File: src/rtl/picorv32_pcpi_div_arb.sv
// picorv32_pcpi_div_arb: shares one PCPI divider between NREQ requesters.
// Decodes DIV/DIVU/REM/REMU, grants one requester at a time, holds the captured
// request at the divider and returns the result as a one-cycle req_ready pulse.
// Optional feature macro: PCPI_DIV_ARB_RR_EN selects round-robin arbitration;
// when undefined, arbitration is fixed priority with index 0 highest.
module picorv32_pcpi_div_arb #(
  parameter int unsigned NREQ = 2
) (
  input  logic                 clk,
  input  logic                 reset,
  input  logic [NREQ-1:0]      req_valid,
  input  logic [32*NREQ-1:0]   req_insn,
  input  logic [32*NREQ-1:0]   req_rs1,
  input  logic [32*NREQ-1:0]   req_rs2,
  output logic [NREQ-1:0]      req_wr,
  output logic [32*NREQ-1:0]   req_rd,
  output logic [NREQ-1:0]      req_wait,
  output logic [NREQ-1:0]      req_ready,
  output logic                 div_valid,
  output logic [31:0]          div_insn,
  output logic [31:0]          div_rs1,
  output logic [31:0]          div_rs2,
  input  logic                 div_wr,
  input  logic [31:0]          div_rd,
  input  logic                 div_ready,
  input  logic                 div_wait
);

  localparam int unsigned IDX_W = $clog2(NREQ);

  typedef enum logic [1:0] {
    ST_IDLE = 2'd0,
    ST_BUSY = 2'd1,
    ST_RESP = 2'd2,
    ST_GAP  = 2'd3
  } state_t;

  state_t             state_q, state_d;
  logic [NREQ-1:0]    hit;
  logic [NREQ-1:0]    owner_oh;
  logic               owner_valid;
  logic [IDX_W-1:0]   owner_q, owner_d;
  logic               aborted_q, aborted_d;
  logic               gnt_any;
  logic [IDX_W-1:0]   gnt_idx;
  logic               lo_any;
  logic [IDX_W-1:0]   lo_idx;

  logic               div_valid_d;
  logic [31:0]        div_insn_d, div_rs1_d, div_rs2_d;
  logic [NREQ-1:0]    req_wr_d, req_wait_d, req_ready_d;
  logic [32*NREQ-1:0] req_rd_d;

`ifdef PCPI_DIV_ARB_RR_EN
  logic [IDX_W-1:0]   ptr_q, ptr_d;
  logic               hi_any;
  logic [IDX_W-1:0]   hi_idx;
`endif

  // The divider's busy indication is not needed; wait is generated here.
  logic unused_div_wait;
  assign unused_div_wait = div_wait;

  // Decode: valid R-type with funct7=0000001 and funct3[2]=1 (DIV/DIVU/REM/REMU).
  always_comb begin
    hit = '0;
    for (int k = 0; k < int'(NREQ); k++) begin
      hit[k] = req_valid[k]
            && (req_insn[32*k +: 7] == 7'b0110011)
            && (req_insn[32*k+25 +: 7] == 7'b0000001)
            && req_insn[32*k+14];
    end
  end

  // Grant selection: lowest hit overall, or lowest hit strictly above the pointer.
  always_comb begin
    lo_any = 1'b0;
    lo_idx = '0;
`ifdef PCPI_DIV_ARB_RR_EN
    hi_any = 1'b0;
    hi_idx = '0;
`endif
    for (int k = int'(NREQ) - 1; k >= 0; k--) begin
      if (hit[k]) begin
        lo_any = 1'b1;
        lo_idx = IDX_W'(k);
`ifdef PCPI_DIV_ARB_RR_EN
        if (IDX_W'(k) > ptr_q) begin
          hi_any = 1'b1;
          hi_idx = IDX_W'(k);
        end
`endif
      end
    end
    gnt_any = lo_any;
`ifdef PCPI_DIV_ARB_RR_EN
    gnt_idx = hi_any ? hi_idx : lo_idx;
`else
    gnt_idx = lo_idx;
`endif
  end

  // Owner index as a one-hot mask, plus the owner's current valid.
  always_comb begin
    owner_oh    = '0;
    owner_valid = 1'b0;
    for (int k = 0; k < int'(NREQ); k++) begin
      if (owner_q == IDX_W'(k)) begin
        owner_oh[k] = 1'b1;
        owner_valid = req_valid[k];
      end
    end
  end

  // FSM state register.
  always_ff @(posedge clk) begin
    if (reset) begin
      state_q <= ST_IDLE;
    end else begin
      state_q <= state_d;
    end
  end

  // FSM next-state logic; an aborted op skips RESP and goes straight to GAP.
  always_comb begin
    state_d = state_q;
    case (state_q)
      ST_IDLE: if (gnt_any) state_d = ST_BUSY;
      ST_BUSY: begin
        if (div_ready) begin
          state_d = (aborted_q || !owner_valid) ? ST_GAP : ST_RESP;
        end
      end
      ST_RESP: state_d = ST_GAP;
      ST_GAP:  state_d = ST_IDLE;
      default: state_d = ST_IDLE;
    endcase
  end

  // Output logic: next values for every registered output and context register.
  always_comb begin
    owner_d     = owner_q;
    aborted_d   = aborted_q;
    div_valid_d = div_valid;
    div_insn_d  = div_insn;
    div_rs1_d   = div_rs1;
    div_rs2_d   = div_rs2;
    req_ready_d = '0;
    req_wr_d    = '0;
    req_rd_d    = '0;
`ifdef PCPI_DIV_ARB_RR_EN
    ptr_d       = ptr_q;
`endif
    // Owner's wait is dropped while its response and the following gap are out.
    if (state_d == ST_RESP || state_d == ST_GAP) begin
      req_wait_d = hit & ~owner_oh;
    end else begin
      req_wait_d = hit;
    end

    case (state_q)
      ST_IDLE: begin
        if (gnt_any) begin
          owner_d     = gnt_idx;
          aborted_d   = 1'b0;
          div_valid_d = 1'b1;
          for (int k = 0; k < int'(NREQ); k++) begin
            if (gnt_idx == IDX_W'(k)) begin
              div_insn_d = req_insn[32*k +: 32];
              div_rs1_d  = req_rs1[32*k +: 32];
              div_rs2_d  = req_rs2[32*k +: 32];
            end
          end
        end
      end
      ST_BUSY: begin
        if (!owner_valid) aborted_d = 1'b1;
        if (div_ready) begin
          div_valid_d = 1'b0;
          if (!aborted_q && owner_valid) begin
            req_ready_d = owner_oh;
            req_wr_d    = owner_oh & {NREQ{div_wr}};
            for (int k = 0; k < int'(NREQ); k++) begin
              if (owner_oh[k]) req_rd_d[32*k +: 32] = div_rd;
            end
          end
        end
      end
      ST_RESP: begin
`ifdef PCPI_DIV_ARB_RR_EN
        ptr_d = owner_q;
`endif
      end
      default: begin
      end
    endcase
  end

  // Output and context registers.
  always_ff @(posedge clk) begin
    if (reset) begin
      owner_q   <= '0;
      aborted_q <= 1'b0;
      div_valid <= 1'b0;
      div_insn  <= '0;
      div_rs1   <= '0;
      div_rs2   <= '0;
      req_ready <= '0;
      req_wr    <= '0;
      req_rd    <= '0;
      req_wait  <= '0;
`ifdef PCPI_DIV_ARB_RR_EN
      ptr_q     <= IDX_W'(NREQ - 1);
`endif
    end else begin
      owner_q   <= owner_d;
      aborted_q <= aborted_d;
      div_valid <= div_valid_d;
      div_insn  <= div_insn_d;
      div_rs1   <= div_rs1_d;
      div_rs2   <= div_rs2_d;
      req_ready <= req_ready_d;
      req_wr    <= req_wr_d;
      req_rd    <= req_rd_d;
      req_wait  <= req_wait_d;
`ifdef PCPI_DIV_ARB_RR_EN
      ptr_q     <= ptr_d;
`endif
    end
  end

endmodule

File: config.mk
export PLATFORM = sky130hd
export DESIGN_NAME = picorv32_pcpi_div_arb
export DESIGN_NICKNAME = d
export VERILOG_FILES = /design/src/rtl/picorv32_pcpi_div_arb.sv
export SDC_FILE = /design/constraint.sdc
export NUM_CORES = 1
export LEC_CHECK = 0
export BUFFER_PORTS_ARGS = -buffer_cell sky130_fd_sc_hd__clkbuf_2
export CAP_MARGIN = 0
export CELL_PAD_IN_SITES_DETAIL_PLACEMENT = 2
export CELL_PAD_IN_SITES_GLOBAL_PLACEMENT = 2
export CORE_AREA = 2 2 118 234
export DETAILED_ROUTE_END_ITERATION = 12
export DIE_AREA = 0 0 120 236
export GPL_ROUTABILITY_DRIVEN = 0
export PLACE_DENSITY = 0.85
export SETUP_SLACK_MARGIN = 0.4
export SLEW_MARGIN = 20
export SYNTH_ARGS = -nofsm -noshare
export SYNTH_HDL_FRONTEND = slang
export SYNTH_SLANG_ARGS = --single-unit
File: constraint.sdc
create_clock -name clk -period 1.86 [get_ports clk]
set_input_delay 0.372 -clock clk [delete_from_list [all_inputs] [get_ports clk]]
set_output_delay 0.372 -clock clk [all_outputs]
set_load 0.02 [all_outputs]
Word-level counts from Yosys, hierarchy flattened
Cells that the tools add are included.
{"block": "op_classes", "n_addsub": 0, "multipliers": 0, "div": 0, "order_cmp": 0, "n_eq_ne": 12, "shift": 0, "mux": 20, "bitwise_logic": 7, "reduce_logical": 19}
{"operator": "$mux W32", "n": 3}
{"operator": "$eq A7 B1 Y1 const B", "n": 2}
{"operator": "$eq A7 B6 Y1 const B", "n": 2}
{"operator": "$mux W1", "n": 11}
{"operator": "$reduce_or A5 Y1", "n": 2}
{"operator": "$eq A2 B2 Y1 const B", "n": 4}
{"operator": "$pmux W2 S4", "n": 1}
{"operator": "$logic_and A1 B1 Y1", "n": 7}
{"operator": "$mux W2", "n": 3}
{"operator": "$ne A2 B2 Y1 const B", "n": 3}
{"operator": "$reduce_and A3 Y1", "n": 2}
{"operator": "$and A2 B2 Y2", "n": 2}
{"operator": "$not A1 Y1", "n": 4}
{"operator": "$pmux W1 S2", "n": 2}
{"operator": "$reduce_or A4 Y1", "n": 1}
{"operator": "$eq A2 B1 Y1 const B", "n": 1}
{"operator": "$logic_not A1 Y1", "n": 2}
{"operator": "$logic_not A2 Y1", "n": 1}
{"operator": "$logic_or A1 B1 Y1", "n": 2}
{"operator": "$not A2 Y2", "n": 1}
{"operator": "$reduce_and A2 Y1", "n": 1}
{"operator": "$reduce_bool A2 Y1", "n": 1}
{"block": "totals", "reg_bits": 171, "latch_bits": 0, "ram_bits": 0, "romBits": 0, "in_bits": 231, "out_inout_bits": 167, "word_cells": 70, "mem_count": 0}

Logic depth before layout (Yosys ltp)
{"block": "logic_depth", "word_depth": 11, "ltp_mapped": 7, "ltp_nobuf": 5}

Least setup slack after synthesis
Ideal clock, no wire load.
{"block": "synth_path", "kind": "input -> register", "start": "in req_insn[27]", "end": "reg div_insn[20]", "setup_ns": 0.119, "arrival_time_ns": 1.609, "required_time_ns": 1.741, "slack_ns": 0.133, "cell_stages": 6, "path_cell_list": "nor4_1 > nand4_1 > nand2b_1 > clkbuf_1 > buf_2 > o221a_2"}
{"block": "synth_between", "elab_chain_len": 5}
{"item": "start, declared", "line": "12", "rtl": "input logic [32*NREQ-1:0] req_insn,"}
{"item": "$eq A7 B1 Y1 *", "line": "70", "rtl": "&& (req_insn[32*k+25 +: 7] == 7'b0000001)"}
{"item": "$logic_and A1 B1 Y1 *", "line": "70"}
{"item": "$logic_and A1 B1 Y1 *", "line": "71", "rtl": "&& req_insn[32*k+14];"}
{"item": "$mux W1", "line": "84", "rtl": "if (hit[k]) begin"}
{"item": "$mux W32 / $reduce_and A2 Y1 (equally long branches)"}
{"item": "end signal, assigned", "line": "219", "rtl": "div_insn <= div_insn_d;"}
{"item": "end, declared", "line": "20", "rtl": "output logic [31:0] div_insn,"}
Mark *: on every way between the ends. The rest lies on a longest branch, timed or not.
A chain may end at the register's enable or synchronous reset.

Worst setup path in the final report
{"block": "layout_path", "start": "in req_insn[6]", "end": "reg div_rs1[27]"}
{"block": "layout_between", "elab_chain_len": 6}
{"item": "$eq A7 B6 Y1 *", "line": "69", "rtl": "&& (req_insn[32*k +: 7] == 7'b0110011)"}
{"item": "$logic_and A1 B1 Y1 *", "line": "69"}
{"item": "$logic_and A1 B1 Y1 *", "line": "70"}
{"item": "$logic_and A1 B1 Y1 *", "line": "71"}
{"item": "$mux W1", "line": "84"}
{"item": "$mux W32 / $reduce_and A2 Y1 (equally long branches)"}
{"item": "end signal, assigned", "line": "220", "rtl": "div_rs1 <= div_rs1_d;"}
{"item": "end, declared", "line": "21", "rtl": "output logic [31:0] div_rs1,"}
Marked as above.

==> results.json <==
{
  "cp.required_ps": 2240,
  "rows": 85,
  "drt_iter0_drc": 172,
  "total_power_uw": 7740,
  "ir_drop_mv": 0.553,
  "clkTransAtPathRegs_ps": 60,
  "min_period_ps": 1690,
  "hold_viol": 0,
  "first_pass_iters": 4,
  "ios": 398,
  "area.growth.synth_to_final_pct": 61.8,
  "synth_seq_cells": 171,
  "ant_nets": 0,
  "routed_via_density": 4.56,
  "rrSetupSlack_ps": 280,
  "status": "finished, final reports clean",
  "setup_violations": 0,
  "finalCritPeriodShare": 0.907,
  "antenna_found_initial": 1,
  "synthesis.area_um2": 6010,
  "cp.arrival_ps": 2070,
  "wl_per_cell_um": 20.4,
  "max_cap_viol_count": 0,
  "timing.rr.end": "div_rs1[27]$_SDFFE_PP0P_",
  "utilization": 0.364,
  "async_flop_share": 0,
  "overflow": 0,
  "finalWirelength_um": 27700,
  "clk-insertion-delay-late_ps": 440,
  "synth.yosys.seq_area_share": 0.570,
  "power.density_nw_per_um2": 796,
  "holdBufCountCts": 0,
  "yosysMostFrequentCell": "dfxtp_1",
  "clkSinkCount": 171,
  "yosys.area.top_type": "dfxtp_1",
  "crit_type": "in -> reg",
  "crit_fanout": 48,
  "clk_path_buf_depth": 2,
  "ys_warn_count": 0,
  "whs_path_depth": 2,
  "min_to": "req_rd[22]$_SDFF_PP0_",
  "dieWidth_um": 120,
  "die_height_um": 236,
  "start_util": 0.225,
  "dp_slack_ps": -295,
  "dpl.hpwl_um": 20100,
  "clock_skew_ps": 11.2,
  "max_freq_ghz": 0.593,
  "nets": 1228,
  "dieArea_um2": 28300,
  "ys.flop_type": "dfxtp_1",
  "synth_cell_types": 31,
  "grt_pass1_wl_um": 39800,
  "syn_area_per_cell_um2": 10.3,
  "grt_max_degree": 63,
  "hold_path.class": "in -> reg",
  "io_buffers": 396,
  "fill_cells": 2929,
  "root_buffer": "clkbuf_16",
  "rr_startpoint": "state_q[1]$_SDFF_PP0_",
  "rsz0062_at_grt": "true",
  "h-tree-depth": 4,
  "p_leak_uw": 0.00460,
  "synth_common_cells": "dfxtp_1, inv_1, o21ai_0",
  "grt_use_total": 0.187,
  "grt_pass1_vias": 6808,
  "drive_gt1_frac": 0.608,
  "syn_inst": 584,
  "fin_ws_ps": 174,
  "synth_edf_count": 0,
  "cts_buffers": 17,
  "route.vias.total": 6190,
  "max_slew_margin": 0.703,
  "final_cells": 1356,
  "syn-num-nets": 815,
  "r2r_cells": 5,
  "yosys-top-cells-area": "dfxtp_1, o221a_2, and2_1, o21ai_0, inv_1",
  "placed_cells": 1304,
  "worstMarginPinSlew_ps": 445,
  "min-delay-start": "div_rd[22]",
  "diodes": 0,
  "crit_path_end_kind": "register",
  "netlist.area_leader.share": 0.570,
  "hold_slack_ps": 146,
  "drc": 0,
  "final_max_slew_viol_count": 0,
  "start_kind": "input pin",
  "cts_tree": "done",
  "design.core.area_um2": 26700
}
## metal layers
metal / global-route usage / routed length, um / share of wire / vias to the layer above
met5: 0 / 0 / 0 / -
met4: 0.0845 / 923 / 0.033 / 0
met1: 0.182 / 9610 / 0.35 / 2939
li1: - / - / - / 2846
met2: 0.344 / 14600 / 0.53 / 363
met3: 0.0708 / 2630 / 0.095 / 42
## cell type report
type	instances	area [um2]	area share
clock buffers	18	439	0.0452
multi-input cells	289	2340	0.241
repair buffers	436	2600	0.267
inverters	82	308	0.0317
well taps	348	435	0.0448
flip-flops and latches	171	3440	0.353
clock inverters	12	164	0.0169
## worst max-delay path by stage
| stage | start | endpoint | depth (start not counted) |
|---|---|---|---|
| 6_report | req_insn[6] | div_rs1[27]$_SDFFE_PP0P_ | 8 |
| 5_1_grt | req_insn[5] | div_rs2[13]$_SDFFE_PP0P_ | 8 |
| 4_1_cts | req_insn[61] | div_rs1[1]$_SDFFE_PP0P_ | 7 |
| 3_5_place_dp | req_insn[26] | div_rs1[1]$_SDFFE_PP0P_ | 8 |
| 3_3_place_gp | req_insn[61] | div_rs2[12]$_SDFFE_PP0P_ | 7 |
| 2_1_floorplan | req_insn[6] | div_insn[20]$_SDFFE_PP0P_ | 6 |
## critical path: stages
cell	delay, ps
clkbuf_2	80
nor4bb_1	320
nand4_1	230
buf_6	190
a211o_4	350
buf_12	190
o21ai_0	110
o221a_2	200
## report_power, final
| group | switching, uW | total (uW) | internal [uW] |
|---|---|---|---|
| clock network | 1560 | 3720 | 2160 |
| logic | 169 | 367 | 199 |
| registers | 0.108 | 3660 | 3660 |
## cells in the final DEF (no fill, tap or decap), types with 2 or more instances in the layout
cell       synthesis  layout
nor2b_1            4       2
o221a_2           75      75
inv_6              0       3
dfxtp_1          171     165
nor4_2             0       2
o221a_1            6       6
and2_4             0      40
inv_1             82      82
dfxtp_4            0       2
a21oi_1            3       2
nor2_1            19      17
clkinv_4           0       3
and2_1            75      35
clkbuf_2           8     394
nor3_1             3       3
buf_4              0      17
buf_16             0       4
dfxtp_2            0       4
bufinv_16          0       3
nor2b_4            0       2
nor2_2             1       2
o21ai_0           81      63
buf_12             0       9
clkbuf_16          0      23
buf_6              0       4
nand2_1            3       2
o21ai_2            0       7
nand4_1            2       2
clkinv_2           0       2
o21ai_1            0      11
## what timing repair did
item,in CTS,in global routing
gates cloned,4,6
pin swaps,4,31
setup buffers,6,6
setup endpoints to repair,168,166
gates resized for setup,29,64
## logic make-up after synthesis
family	Yosys count	share of synthesized area
buffers and inverters	124	0.0810
flip-flops	171	0.570
AO/OA/AOI/OAI	169	0.227
AND/OR/NAND/NOR	119	0.120
multiplexers	1	0.00167
## sequential cells by signal, summed over array words and instances, names as in the netlist
register	count
aborted_q	1
req_ready	2
req_wait	2
owner_q	1
req_rd	64
div_valid	1
req_wr	2
div_insn	32
div_rs1	32
state_q	2
div_rs2	32
## through the flow
step | instance area (um2) | TNS (ps)
3_5_place_dp | 8530 | -23000
5_1_grt | 9720 | 0
2_1_floorplan | 6080 | 0
3_3_place_gp | 8530 | -9920
4_1_cts | 9360 | 0
6_report | 9720 | 0
Power figures use the tool's default switching activity.
